`config.mk`:
```
export PLATFORM = sky130hd
export DESIGN_NAME = lo_edge_timer
export DESIGN_NICKNAME = d
export VERILOG_FILES = /design/src/rtl/lo_edge_timer.sv
export SDC_FILE = /design/constraint.sdc
export NUM_CORES = 1
export LEC_CHECK = 0
export BUFFER_PORTS_ARGS = -buffer_cell sky130_fd_sc_hd__buf_2
export CAP_MARGIN = 20
export CORE_ASPECT_RATIO = 1.5
export CORE_MARGIN = 4
export CORE_UTILIZATION = 30
export CTS_CLUSTER_SIZE = 14
export DETAILED_ROUTE_END_ITERATION = 12
export GPL_TIMING_DRIVEN = 0
export PLACE_DENSITY_LB_ADDON = 0.1
export REMOVE_ABC_BUFFERS = 1
export SETUP_SLACK_MARGIN = 0.02
export SLEW_MARGIN = 20
export SYNTH_ARGS = -nofsm -noshare
export SYNTH_HDL_FRONTEND = slang
export SYNTH_SLANG_ARGS = --single-unit
```
`constraint.sdc`:
```
create_clock -name pck0 -period 2.47 [get_ports pck0]
set_input_delay 0.3705 -clock pck0 [delete_from_list [all_inputs] [get_ports pck0]]
set_output_delay 0.3705 -clock pck0 [all_outputs]
set_load 0.03 [all_outputs]
```
`src/rtl/lo_edge_timer.sv`:
```
// lo_edge_timer: timestamps field-state transitions from the LF hysteresis
// stage and streams {level, count} interval words to the ARM over SSP.
module lo_edge_timer #(
   parameter int CNT_W      = 15,
   parameter int FIFO_DEPTH = 4
) (
   input  logic       pck0,
   input  logic       nreset,
   input  logic       enable,
   input  logic       field_in,
   input  logic [7:0] divisor,
   output logic       ssp_clk,
   output logic       ssp_frame,
   output logic       ssp_din,
   output logic       overflow,
   output logic       debug
);

   localparam int WW = CNT_W + 1;
   localparam int AW = $clog2(FIFO_DEPTH);
   localparam int BW = $clog2(WW);
   localparam logic [BW-1:0]    LAST    = BW'(WW - 1);
   localparam logic [CNT_W-1:0] CNT_MAX = '1;
   localparam logic [AW:0]      DEPTH_V = (AW + 1)'(FIFO_DEPTH);

   typedef enum logic {
      S_IDLE,
      S_SHIFT
   } state_t;

   logic r_sync1;
   logic r_field_s;
   logic r_field_d;
   logic w_edge;

   logic [7:0] r_pre;
   logic       w_tick;

   logic [CNT_W-1:0] r_cnt;
   logic             r_armed;
   logic             w_push;
   logic [WW-1:0]    w_word;

   logic [WW-1:0] r_mem [FIFO_DEPTH];
   logic [AW-1:0] r_wp;
   logic [AW-1:0] r_rp;
   logic [AW:0]   r_fill;
   logic          w_full;
   logic          w_empty;
   logic          w_wr;
   logic          w_pop;
   logic [WW-1:0] w_head;
   logic          r_ovf;

   state_t        r_state;
   state_t        w_state_nx;
   logic [1:0]    r_phase;
   logic          w_ph0;
   logic [WW-1:0] r_shift;
   logic [WW-1:0] w_shift_nx;
   logic [BW-1:0] r_bitcnt;
   logic [BW-1:0] w_bitcnt_nx;
   logic          r_frame;
   logic          w_frame_nx;
   logic          r_din;
   logic          w_din_nx;

   // Two-flop synchroniser plus one delay stage for edge detection.
   always_ff @(posedge pck0 or negedge nreset) begin
      if (!nreset) begin
         r_sync1   <= 1'b0;
         r_field_s <= 1'b0;
         r_field_d <= 1'b0;
      end else begin
         r_sync1   <= field_in;
         r_field_s <= r_sync1;
         r_field_d <= r_field_s;
      end
   end

   assign w_edge = r_field_s ^ r_field_d;
   assign debug  = r_field_s;

   assign w_tick = enable && (r_pre == divisor);

   always_ff @(posedge pck0 or negedge nreset) begin
      if (!nreset) begin
         r_pre <= 8'd0;
      end else if (!enable || w_tick) begin
         r_pre <= 8'd0;
      end else begin
         r_pre <= r_pre + 8'd1;
      end
   end

   always_ff @(posedge pck0 or negedge nreset) begin
      if (!nreset) begin
         r_cnt <= '0;
      end else if (!enable || w_edge) begin
         r_cnt <= '0;
      end else if (w_tick && (r_cnt != CNT_MAX)) begin
         r_cnt <= r_cnt + CNT_W'(1);
      end
   end

   // The interval before the first edge has no known start, so it only arms.
   always_ff @(posedge pck0 or negedge nreset) begin
      if (!nreset) begin
         r_armed <= 1'b0;
      end else if (!enable) begin
         r_armed <= 1'b0;
      end else if (w_edge) begin
         r_armed <= 1'b1;
      end
   end

   assign w_push  = enable && w_edge && r_armed;
   assign w_word  = {r_field_d, r_cnt};
   assign w_full  = (r_fill == DEPTH_V);
   assign w_empty = (r_fill == '0);
   assign w_wr    = w_push && (!w_full || w_pop);
   assign w_head  = r_mem[r_rp];

   always_ff @(posedge pck0 or negedge nreset) begin
      if (!nreset) begin
         for (int i = 0; i < FIFO_DEPTH; i++) begin
            r_mem[i] <= '0;
         end
      end else if (w_wr) begin
         r_mem[r_wp] <= w_word;
      end
   end

   always_ff @(posedge pck0 or negedge nreset) begin
      if (!nreset) begin
         r_wp   <= '0;
         r_rp   <= '0;
         r_fill <= '0;
      end else if (!enable) begin
         r_wp   <= '0;
         r_rp   <= '0;
         r_fill <= '0;
      end else begin
         if (w_wr) begin
            r_wp <= r_wp + AW'(1);
         end
         if (w_pop) begin
            r_rp <= r_rp + AW'(1);
         end
         if (w_wr && !w_pop) begin
            r_fill <= r_fill + (AW + 1)'(1);
         end else if (!w_wr && w_pop) begin
            r_fill <= r_fill - (AW + 1)'(1);
         end
      end
   end

   always_ff @(posedge pck0 or negedge nreset) begin
      if (!nreset) begin
         r_ovf <= 1'b0;
      end else if (!enable) begin
         r_ovf <= 1'b0;
      end else if (w_push && w_full && !w_pop) begin
         r_ovf <= 1'b1;
      end
   end

   always_ff @(posedge pck0 or negedge nreset) begin
      if (!nreset) begin
         r_phase <= 2'd0;
      end else if (!enable) begin
         r_phase <= 2'd0;
      end else begin
         r_phase <= r_phase + 2'd1;
      end
   end

   assign w_ph0 = (r_phase == 2'd0);

   always_ff @(posedge pck0 or negedge nreset) begin
      if (!nreset) begin
         r_state  <= S_IDLE;
         r_shift  <= '0;
         r_bitcnt <= '0;
         r_frame  <= 1'b0;
         r_din    <= 1'b0;
      end else begin
         r_state  <= w_state_nx;
         r_shift  <= w_shift_nx;
         r_bitcnt <= w_bitcnt_nx;
         r_frame  <= w_frame_nx;
         r_din    <= w_din_nx;
      end
   end

   // Serial outputs only move at phase 0; the ARM samples at phase 1->2.
   always_comb begin
      w_state_nx  = r_state;
      w_shift_nx  = r_shift;
      w_bitcnt_nx = r_bitcnt;
      w_frame_nx  = r_frame;
      w_din_nx    = r_din;
      w_pop       = 1'b0;
      if (!enable) begin
         w_state_nx  = S_IDLE;
         w_shift_nx  = '0;
         w_bitcnt_nx = '0;
         w_frame_nx  = 1'b0;
         w_din_nx    = 1'b0;
      end else if (w_ph0) begin
         unique case (1'b1)
            (r_state == S_IDLE): begin
               w_frame_nx = 1'b0;
               w_din_nx   = 1'b0;
               if (!w_empty) begin
                  w_pop       = 1'b1;
                  w_shift_nx  = w_head;
                  w_din_nx    = w_head[WW-1];
                  w_frame_nx  = 1'b1;
                  w_bitcnt_nx = LAST;
                  w_state_nx  = S_SHIFT;
               end
            end
            (r_state == S_SHIFT): begin
               w_frame_nx = 1'b0;
               if (r_bitcnt != '0) begin
                  w_shift_nx  = {r_shift[WW-2:0], 1'b0};
                  w_din_nx    = r_shift[WW-2];
                  w_bitcnt_nx = r_bitcnt - BW'(1);
               end else if (!w_empty) begin
                  w_pop       = 1'b1;
                  w_shift_nx  = w_head;
                  w_din_nx    = w_head[WW-1];
                  w_frame_nx  = 1'b1;
                  w_bitcnt_nx = LAST;
               end else begin
                  w_din_nx   = 1'b0;
                  w_state_nx = S_IDLE;
               end
            end
            default: begin
               w_state_nx = S_IDLE;
            end
         endcase
      end
   end

   assign ssp_clk   = r_phase[1];
   assign ssp_frame = r_frame;
   assign ssp_din   = r_din;
   assign overflow  = r_ovf;

endmodule
```
### After elaboration in Yosys (flattened, before gate mapping)

Index checks and enable logic that the tools add are counted.

| word-level totals | value |
|---|---|
| bits in registers | 124 |
| output and inout port bits | 5 |
| word-level logic and storage cells | 115 |

| cells by class | value |
|---|---|
| add/sub/neg operators | 8 |
| order comparisons | 3 |
| equal/unequal tests | 10 |
| mux-type cells | 48 |
| bitwise gates (word level) | 4 |
| reduce and logical (&&, ||, !) cells | 22 |

Operators by type and width:

| operator | count |
|---|---|
| $mux 16 | 7 |
| $bwmux 64 | 1 |
| $bmux 16 s2 | 1 |
| $demux 16 s2 | 1 |
| $pmux 16 s2 | 1 |
| $mux 15 | 2 |
| $mux 1 | 17 |
| $mux 4 | 4 |
| $add 15x1->15 const B | 1 |
| $ne 15x15->1 const B | 1 |
| $logic_and 1x1->1 | 10 |
| $mux 2 | 5 |
| $ne 2x1->1 const B | 5 |
| $mux 3 | 3 |
| $add 8x1->8 const B | 1 |
| $eq 8x8->1 | 1 |
| $mux 8 | 1 |
| $pmux 1 s2 | 4 |
| $pmux 4 s2 | 1 |
| $add 2x1->2 const B | 3 |
| $ge 3x3->1 const B | 2 |
| $ne 3x1->1 const B | 2 |
| $not 2->3 | 2 |
| $logic_not 1->1 | 4 |
| other kinds (13) | 15 |

### Logic depth before layout (Yosys ltp)

Gate-level depths: netlist of run 1.

| depth | value |
|---|---|
| depth after elaboration | 13 |
| gate-level depth with buffers | 11 |
| gate-level depth less buffers | 11 |

### Worst setup path after synthesis of run 1

OpenSTA, ideal clock, no wires.

| timing path | value |
|---|---|
| path kind | register -> register |
| start | register r_phase[1] |
| end | register r_fill[2] |
| arrival time | 2.056 ns |
| slack | 0.286 ns |
| stages on the path, launching flop included | 12 |
| path buffers | 1 |
| cells stage by stage | dfrtp_1 > inv_1 > ha_1 > clkbuf_1 > o211a_1 > nor3_1 > fa_1 > inv_1 > nand3_1 > mux2i_1 > a311oi_1 > nand2_1 |

| between the ends | value |
|---|---|
| longest elaborated chain between the ends | 8 |

Ends and longest elaborated chain:

| element | line | text |
|---|---|---|
| start: declaration | 57 | `logic [1:0] r_phase;` |
| start signal: assignment | 174 | `r_phase <= r_phase + 2'd1;` |
| $logic_not 2->1 (*) | 178 | `assign w_ph0 = (r_phase == 2'd0);` |
| $mux 1 (*) | 210 | `end else if (w_ph0) begin` |
| $mux 1 (*) | 204 | `if (!enable) begin` |
| $logic_or 1x1->1 | 121 | `assign w_wr = w_push && (!w_full \|\| w_pop);` |
| $logic_and 1x1->1 | 121 |  |
| $logic_not 1->1 or $logic_and 1x1->1 (tied branches) | 152, 150 |  |
| $logic_and 1x1->1 or $mux 3 (tied branches) | 152, 150 |  |
| $ne 3x1->1 (no line) or $mux 3 (tied branches) | -- |  |
| end signal: assignment | 151 | `r_fill <= r_fill + (AW + 1)'(1);` |
| end signal: assignment | 153 | `r_fill <= r_fill - (AW + 1)'(1);` |
| end: declaration | 47 | `logic [AW:0] r_fill;` |

Every way passes the cells marked *; elsewhere a longest branch is shown, timed or not.
A chain may end at the register's enable or synchronous reset.

### Final worst setup path of run 1

| timing path | value |
|---|---|
| start | register r_cnt[0] |
| end | register r_cnt[13] |

| between the ends | value |
|---|---|
| longest elaborated chain between the ends | 3 |

Ends and longest elaborated chain:

| element | line | text |
|---|---|---|
| start: declaration | 39 | `logic [CNT_W-1:0] r_cnt;` |
| start signal: assignment | 102 | `r_cnt <= r_cnt + CNT_W'(1);` |
| $add 15x1->15 or $ne 15x15->1 (tied branches) | 102, 101 |  |
| $mux 15 or $logic_and 1x1->1 (tied branches) | 101 | `end else if (w_tick && (r_cnt != CNT_MAX)) begin` |
| $mux 15 or $reduce_bool 2->1 (tied branches) | -- |  |

Several ways; a longest one is shown, not always the timed one. The select of a mux whose other input is x is not followed.

==> flow_metrics.py, run 1 <==
metrics = {
    "outcome": {
        "outcome": "completed",
    },
    "layout": {
        "final_area_mm2": 0.00715,
        "regArea_mm2": 0.00308,
        "area.growth.synth_to_final_pct": 17.8,
        "drive_gt1_share_pct": 32.4,
        "fillers": 1974,
        "fin_nets": 526,
        "diodes": 0,
        "fin_cells": 778,
        "multi_input_area_mm2": 0.00283,
    },
    "placement": {
        "dpl_cell_area_mm2": 0.00632,
        "port_buffers": 16,
        "dp_hpwl_um": 8940,
        "gp_congestion": 0.749,
        "dp_slack_ns": -0.700,
        "place_inst": 731,
    },
    "sta": {
        "report.final.slew_viol_count": 0,
        "max_freq_ghz": 0.433,
        "worst_slew_pin_slew_ns": 0.954,
        "period_minus_slack_ns": 2.31,
        "skew_ns": 0.00895,
        "rsz0062_at_grt": "no",
        "fin_ws_ns": 0.163,
        "fin_setup_tns_ns": 0,
        "setup_viol": 0,
        "hold_viol": 0,
        "slew_headroom_pct": 36.4,
        "whs_ns": 0.0629,
        "period_share_pct": 93.4,
    },
    "yosys": {
        "synth_cell_types": 56,
        "yosys.area.top_type_share_pct": 50.7,
        "synthMuxAreaShare_pct": 20.8,
        "yosysMostFrequentCell": "dfrtp_1",
        "yosys.area_share.simple_pct": 9.55,
        "ys_seq_area_share_pct": 50.7,
        "ys_top_cells_by_count": "dfrtp_1, mux2_4, a21oi_1, nand2_1",
        "synth_top_family_by_area": "multiplexers",
        "synth_edf_count": 0,
        "syn_inst": 481,
        "synth-compound-area-share_pct": 9.86,
        "synth-adder-area-share_pct": 1.98,
        "ys_warn_count": 0,
        "synth_area_mm2": 0.00607,
        "syn_avg_cell_area_um2": 12.6,
        "synthTopCellsByArea": "dfrtp_1, mux2_4, mux4_2",
        "synth_xor_xnor_area_share_pct": 2.87,
        "synth_top_cell_by_area": "dfrtp_1",
        "ys.flop_type": "dfrtp_1",
        "synthArstFlopShare_pct": 100,
        "yosys_register_bits": 123,
    },
    "die": {
        "core_area_mm2": 0.0199,
        "start_util_pct": 30.5,
        "dieArea_mm2": 0.0226,
        "dieWidth_um": 124,
        "pin_count": 17,
        "die_y_um": 182,
        "row_count": 63,
    },
    "hold_path": {
        "min_path_type": "input pin to flip-flop",
    },
    "pwr": {
        "leakage_nw": 3.17,
        "seqPwrFrac_pct": 39.1,
        "power.density_mw_per_mm2": 881,
        "p_comb_share_pct": 21.2,
        "p_int_w": 0.00437,
        "p_sw_share_pct": 30.6,
        "power_frac_clock_pct": 39.6,
        "p_switching_w": 0.00193,
        "ir_drop_mv": 0.345,
    },
    "routing": {
        "initialDrtViolationCount": 205,
        "drc": 0,
        "routed_wl_um": 14600,
        "viasPerCell": 5.12,
        "vias": 3986,
        "drtPass1Iterations": 4,
        "ant_nets": 0,
        "wl_per_cell_um": 18.7,
    },
    "critical_path": {
        "r2r_slack_ns": 0.16,
        "path_buf_inv": 0,
        "worstPathCellList": "ha_1 -> and3_2 -> and3_1 -> or4_1 -> or3_1 -> a21oi_1",
        "arrival_ns": 2.63,
        "required_ns": 2.80,
        "critPathLaunchType": "flip-flop",
        "crit_slowest_cell": "dfrtp_1",
        "cp_max_fo": 9,
        "path_delay_family": "simple AND/OR/NAND/NOR gates",
        "crit_type": "flip-flop to flip-flop",
        "max_stage_delay_ns": 0.48,
        "worstSetupEndpointType": "flip-flop",
    },
    "global_routing": {
        "grt_pass1_vias": 4410,
        "antenna_found_initial": 0,
        "grt_pass1_wl_um": 24300,
        "grt_usage_pct": 14.1,
        "grt_max_degree": 78,
        "gr-total-overflow": 0,
    },
    "run": {
        "maxCapViolCount": 0,
    },
    "cts": {
        "clk_latency_ns": 0.41,
        "htree_levels": 4,
        "root_buffer": "clkbuf_16",
        "cts_buffers": 17,
        "cts.sinks": 123,
        "clock_path_buffers": 2,
        "clk_pin_slew_ns": 0.06,
        "cts_tree": "done",
    },
}
==> final timing paths <==
| path | start | endpoint | depth (start not counted) |
|---|---|---|---|
| hold reg to reg | r_sync1 | debug | 0 |
| setup reg to reg | r_cnt[0] | r_cnt[13] | 6 |
| max in group asynchronous | nreset | r_mem[38] | 3 |
| hold / removal | field_in | r_sync1 | 1 |
| setup / recovery | r_cnt[0] | r_cnt[13] | 6 |
| min in group asynchronous | nreset | r_fill[2] | 2 |
==> power groups by stage <==
| stage | logic [W] | clock network [W] | registers [W] |
|---|---|---|---|
| after CTS | 0.00130 | 0.00257 | 0.00247 |
| after detailed placement | 0.00124 | 0 | 0.00249 |
| final | 0.00134 | 0.00249 | 0.00247 |
| after floorplan | 0.000841 | 0 | 0.00243 |
| after global placement | 0.00120 | 0 | 0.00249 |
| after global routing | 0.00150 | 0.00266 | 0.00250 |
==> timing repair <==
item / 4_1_cts / 5_1_grt
endpoints found under the setup margin: 83 / 12
pin swaps: 6 / 2
endpoints found under the hold margin: 46 / 0
hold buffers: 1 / 0
setup buffers: 9 / 4
cloned: 0 / 1
resized for setup: 11 / 8
==> registers in the layout, indices dropped and copies added, names as in the netlist <==
name and cells:
r_rp 2, r_cnt 15, r_field_d 1, r_phase 2, r_armed 1, r_fill 3
ssp_frame 1, r_wp 2, ssp_din 1, r_bitcnt 4, r_sync1 1, r_pre 8
r_mem 64, overflow 1, r_state 1, r_shift 15, debug 1
==> cell type report <==
class | count | share of cell area, %
timing repair buffer | 31 | 3.85
tap | 260 | 4.55
clock inverter | 6 | 1.17
inverter | 13 | 0.683
clock buffer | 26 | 7.12
sequential | 123 | 43.1
multi-input combinational | 319 | 39.6
==> per-stage QoR <==
stage | total power (W) | util (%)
floorplan | 0.00327 | -
global placement | 0.00369 | 31.5
detailed placement | 0.00373 | 31.8
CTS | 0.00634 | 35.6
global route | 0.00666 | 36.0
finish | 0.00630 | 36.0
==> worst reg2reg max path: cells and delay by family (launching register included) <==
family / cells / cell delay (ns)
adders and majority gates: 1 / 0.28
and+or+nand+nor: 4 / 1.31
DFF: 1 / 0.48
AOI/OAI and AO/OA: 1 / 0.15
==> cell families (layout without fill, tap and decap cells) <==
| family | Yosys count | in the layout |
|---|---|---|
| adder cells (fa/ha/maj) | 9 | 9 |
| multiplexers | 83 | 83 |
| AO/OA/AOI/OAI | 97 | 97 |
| XOR/XNOR | 19 | 19 |
| AND/OR/NAND/NOR | 110 | 111 |
| flip-flops | 123 | 123 |
| buffers and inverters | 40 | 76 |
==> layout by cell type, fill, tap and decap left out, types with 5 or more instances in the layout <==
cell and n:
mux2_4 40, clkbuf_16 17, o21ai_0 24, and3_1 9
buf_4 9, a21oi_1 28, xor2_1 11, mux4_2 16
nor2_1 22, mux2_2 24, ha_1 7, buf_2 15
inv_1 12, dfrtp_1 122, nand3_1 12, nand2_1 25
o22ai_1 14, clkbuf_8 5, xnor2_1 7, or4_1 6
==> per-layer routing <==
layer | global-route usage [%] | up-vias | wire [um]
met5 | 0 | - | 0
met4 | 4.56 | 0 | 263
met3 | 3.16 | 18 | 300
met2 | 24.8 | 68 | 7780
met1 | 16.8 | 2079 | 6220
li1 | - | 1821 | -
(Power assumes the default switching activity.)
==> run 2, diff against run 1 <==
CORE_ASPECT_RATIO = 0.75   (was 1.5)
==> flow_metrics.py, run 2 (same netlist as run 1, synthesis figures left out) <==
metrics = {
    "outcome": {
        "outcome": "completed",
    },
    "cts": {
        "cts_tree": "done",
        "clk_latency_ns": 0.41,
        "htree_levels": 4,
        "cts.sinks": 123,
        "clk_pin_slew_ns": 0.06,
        "root_buffer": "clkbuf_16",
        "cts_buffers": 17,
        "clock_path_buffers": 2,
    },
    "critical_path": {
        "r2r_slack_ns": 0.15,
        "cp_max_fo": 4,
        "critPathLaunchType": "flip-flop",
        "crit_type": "flip-flop to flip-flop",
        "r2r_cells": 11,
        "startpoint": "r_bitcnt[0]",
        "worstSetupEndpoint": "r_fill[2]",
        "worstSetupEndpointType": "flip-flop",
        "rr_endpoint": "r_fill[2]",
        "r2r_start": "r_bitcnt[0]",
        "arrival_ns": 2.62,
        "required_ns": 2.76,
    },
    "sta": {
        "setup_viol": 0,
        "whs_ns": 0.0592,
        "worst_slew_pin_slew_ns": 1.01,
        "max_freq_ghz": 0.430,
        "rsz0062_at_grt": "yes",
        "slew_headroom_pct": 32.9,
        "report.final.slew_viol_count": 0,
        "skew_ns": 0.00810,
        "period_share_pct": 94.1,
        "period_minus_slack_ns": 2.32,
        "hold_viol": 0,
    },
    "layout": {
        "layout_common_cells": "dfrtp_1, mux2_4, a21oi_1, nand2_1",
        "finalCoreUtilization_pct": 36.8,
        "fin_nets": 528,
        "largest_reg_flops": 64,
        "final_common_cell": "dfrtp_1",
        "area.growth.synth_to_final_pct": 18.7,
        "drive_gt1_share_pct": 33.1,
        "fillers": 1903,
        "reg_top3": "r_mem x64, r_cnt x15, r_shift x15",
        "regMostFlops": "r_mem",
        "diodes": 0,
    },
    "routing": {
        "vias": 3885,
        "wl_per_cell_um": 18.7,
        "routed_wl_um": 14500,
        "viasPerCell": 5.03,
        "drc": 0,
        "ant_nets": 0,
        "drtPass1Iterations": 4,
        "initialDrtViolationCount": 222,
    },
    "placement": {
        "port_buffers": 16,
        "gp_congestion": 0.735,
        "dp_hpwl_um": 8820,
    },
    "global_routing": {
        "grt_pass1_vias": 4076,
        "grt_pass1_wl_um": 23500,
        "gr-total-overflow": 0,
        "grt_usage_pct": 13.4,
        "antenna_found_initial": 1,
        "grt_max_degree": 96,
    },
    "die": {
        "dieWidth_um": 172,
        "dieArea_mm2": 0.0226,
        "pin_count": 17,
        "start_util_pct": 31.0,
        "row_count": 44,
        "die_y_um": 131,
        "core_area_mm2": 0.0196,
    },
    "pwr": {
        "power.density_mw_per_mm2": 891,
        "ir_drop_mv": 0.468,
        "finalPower_w": 0.00642,
        "leakage_nw": 3.20,
    },
    "hold_path": {
        "min_path_type": "input pin to flip-flop",
    },
    "run": {
        "maxCapViolCount": 0,
    },
}
==> run 2: changes by cell type in the layout (fill, tap and decap cells not counted), sizes merged <==
cell and change:
buf +2, bufinv +2, clkbuf -5, clkinvlp +3
==> run 2: per-layer routing <==
metal | global-route usage (%) | vias up | wire (um)
met3 | 3.03 | 7 | 558
met5 | 0 | - | 0
met2 | 17.8 | 59 | 6150
li1 | - | 1817 | -
met1 | 21.5 | 2002 | 7650
met4 | 3.84 | 0 | 114
==> run 2: how the worst min path moves through the flow <==
stage	slack, ns	start	to	cells after the start
CTS	0.04	field_in	r_sync1	1
finish	0.06	field_in	r_sync1	1
global placement	0.34	r_sync1	debug	0
floorplan	0.07	nreset	debug	0
global route	0.04	field_in	r_sync1	1
detailed placement	0.25	nreset	r_mem[28]	1
==> run 2: area by class of cell <==
cell class                      count  area [um^2]  share of cell area [%]
Multi-Input combinational cell    319         2810                    39.0
Inverter                           13         48.8                   0.677
Timing Repair Buffer               33          315                    4.38
Tap cell                          253          317                    4.39
Clock inverter                     11          166                    2.31
Clock buffer                       21          470                    6.53
Sequential cell                   123         3080                    42.7
==> run 2: report_power, final <==
group	internal [W]	switching, W	total [W]	leakage [nW]
clock	0.00177	0.000939	0.00270	0.305
sequential	0.00222	0.000242	0.00246	1.68
combinational	0.000508	0.000743	0.00125	1.21
==> run 2: critical path, cell delays in order, from the launching register on <==
cell and delay, ns:
dfrtp_1 0.39, inv_1 0.06, ha_1 0.23, nor3b_2 0.19
o211a_2 0.30, nor3_2 0.23, fa_2 0.25, inv_1 0.05
nand3_1 0.10, mux2i_1 0.09, a311oi_1 0.25, nand2_1 0.07
==> run 2: per-stage QoR <==
| step | cell area (um^2) | setup slack, ns | setup TNS, ns | cells |
|---|---|---|---|---|
| after CTS | 7160 | 0.0225 | 0 | 772 |
| after global routing | 7200 | -0.0295 | -0.0295 | 773 |
| after floorplan | 5860 | -0.257 | -14.46 | 454 |
| after global placement | 6260 | -1.05 | -158.89 | 723 |
| final | 7200 | 0.146 | 0 | 773 |
| after detailed placement | 6300 | -0.661 | -41.81 | 724 |
==> run 2: repair_timing <==
action                                  CTS  global route
hold buffers                              1             0
cloned                                    0             1
gates resized for setup                   8             8
hold endpoints to repair                 28             0
endpoints found under the setup margin   86            76
setup buffers                            15             0
pin swaps                                 6             1
==> run 3, diff against run 2 <==
clock period = 2.31 ns   (was 2.47 ns; I/O delays follow)
==> flow_metrics.py, run 3 (same netlist as run 1, synthesis figures left out) <==
metrics = {
    "critical_path": {
        "worstSetupEndpointType": "flip-flop",
        "required_ns": 2.64,
        "max_stage_delay_ns": 0.49,
        "critPathLaunchType": "flip-flop",
        "crit_type": "flip-flop to flip-flop",
        "path_delay_family": "simple AND/OR/NAND/NOR gates",
        "r2r_start": "r_cnt[1]",
        "r2r_slack_ns": 0.15,
        "r2r_cells": 6,
        "worstPathCellList": "ha_1 -> and3_4 -> and3_1 -> or4_1 -> or3_1 -> a21oi_1",
        "path_buf_inv": 0,
        "arrival_ns": 2.49,
        "rr_endpoint": "r_cnt[13]",
        "cp_max_fo": 9,
        "crit_slowest_cell": "or4_1",
    },
    "sta": {
        "rsz0062_at_grt": "yes",
        "whs_ns": 0.0367,
        "fin_ws_ns": 0.154,
        "period_minus_slack_ns": 2.16,
        "skew_ns": 0.00800,
        "slew_headroom_pct": 32.0,
        "max_freq_ghz": 0.464,
        "setup_viol": 0,
        "hold_viol": 0,
        "report.final.slew_viol_count": 0,
        "worst_slew_pin_slew_ns": 1.02,
        "period_share_pct": 93.3,
    },
    "layout": {
        "fillers": 1889,
        "diodes": 0,
        "largest_reg_flops": 64,
        "multi_input_area_mm2": 0.00286,
        "fin_cells": 774,
        "area.growth.synth_to_final_pct": 19.9,
        "final_common_cell": "dfrtp_1",
        "fin_nets": 529,
        "drive_gt1_share_pct": 34.4,
        "final_area_mm2": 0.00727,
        "reg_top3": "r_mem x64, r_cnt x15, r_shift x15",
        "regMostFlops": "r_mem",
        "layout_common_cells": "dfrtp_1, mux2_4, a21oi_1, nand2_1, mux2_2",
        "regArea_mm2": 0.00308,
    },
    "global_routing": {
        "grt_pass1_wl_um": 23600,
        "grt_max_degree": 96,
        "grt_usage_pct": 13.4,
        "antenna_found_initial": 1,
        "gr-total-overflow": 0,
        "grt_pass1_vias": 4084,
    },
    "hold_path": {
        "min_path_type": "input pin to flip-flop",
        "whs_path_depth": 1,
        "hold-path-endpoint": "r_sync1",
        "hp-start": "field_in",
    },
    "placement": {
        "dp_slack_ns": -0.821,
        "dp_hpwl_um": 8820,
        "port_buffers": 16,
        "gp_congestion": 0.735,
        "place_inst": 724,
        "dpl_cell_area_mm2": 0.00630,
    },
    "pwr": {
        "finalPower_w": 0.00693,
        "power.density_mw_per_mm2": 953,
        "leakage_nw": 3.22,
        "ir_drop_mv": 0.501,
    },
    "cts": {
        "cts_tree": "done",
        "cts.sinks": 123,
        "clock_path_buffers": 2,
        "htree_levels": 4,
        "root_buffer": "clkbuf_16",
        "clk_pin_slew_ns": 0.06,
        "cts_buffers": 17,
        "clk_latency_ns": 0.41,
    },
    "routing": {
        "initialDrtViolationCount": 223,
        "drc": 0,
        "drtPass1Iterations": 4,
        "ant_nets": 0,
        "wl_per_cell_um": 18.5,
        "viasPerCell": 5.06,
        "routed_wl_um": 14400,
        "vias": 3914,
    },
    "die": {
        "die_y_um": 131,
        "pin_count": 17,
        "core_area_mm2": 0.0196,
        "dieWidth_um": 172,
        "row_count": 44,
        "start_util_pct": 31.0,
        "dieArea_mm2": 0.0226,
    },
    "outcome": {
        "outcome": "completed",
    },
    "run": {
        "maxCapViolCount": 0,
    },
}
run 3: through the flow:
stage	utilization (%)	TNS, ns
after floorplan	-	-24.98
after global routing	37.1	0
final	37.1	0
after global placement	31.9	-190.68
after detailed placement	32.2	-56.63
after CTS	36.8	0
run 3: cell type report:
type | count | share of cell area, %
clock inverters | 11 | 2.29
clock buffers | 21 | 6.47
multi-input cells | 318 | 39.3
inverters | 13 | 0.671
flip-flops and latches | 123 | 42.4
well taps | 253 | 4.35
repair buffers | 35 | 4.54
run 3: what timing repair did:
| action | CTS | global route |
|---|---|---|
| pin swaps | 7 | 5 |
| setup endpoints to repair | 99 | 86 |
| buffers inserted | 16 | 1 |
| hold buffers | 1 | 0 |
| resized for setup | 17 | 12 |
| endpoints found under the hold margin | 28 | 0 |
run 3: how the worst max path moves through the flow:
stage                     start   endpoint  cells after the start
floorplan            r_phase[1]   r_mem[0]                      6
global placement     r_phase[1]  r_mem[19]                      6
detailed placement   r_phase[1]  r_mem[19]                      6
CTS                 r_bitcnt[1]  r_fill[2]                     11
global route        r_bitcnt[1]  r_mem[56]                      8
finish                 r_cnt[1]  r_cnt[13]                      6
run 3: per-layer routing:
layer / global-route usage, % / up-vias / wire length, um
li1: - / 1826 / -
met1: 21.6 / 2025 / 7760
met2: 17.9 / 50 / 6050
met3: 3.03 / 13 / 405
met4: 3.84 / 0 / 144
met5: 0 / - / 0
run 3: power by group:
part / internal (W) / switching, W / leakage, nW
clock: 0.00189 / 0.00100 / 0.305
combinational: 0.000583 / 0.000825 / 1.24
sequential: 0.00237 / 0.000260 / 1.68
total: 0.00484 / 0.00209 / 3.22
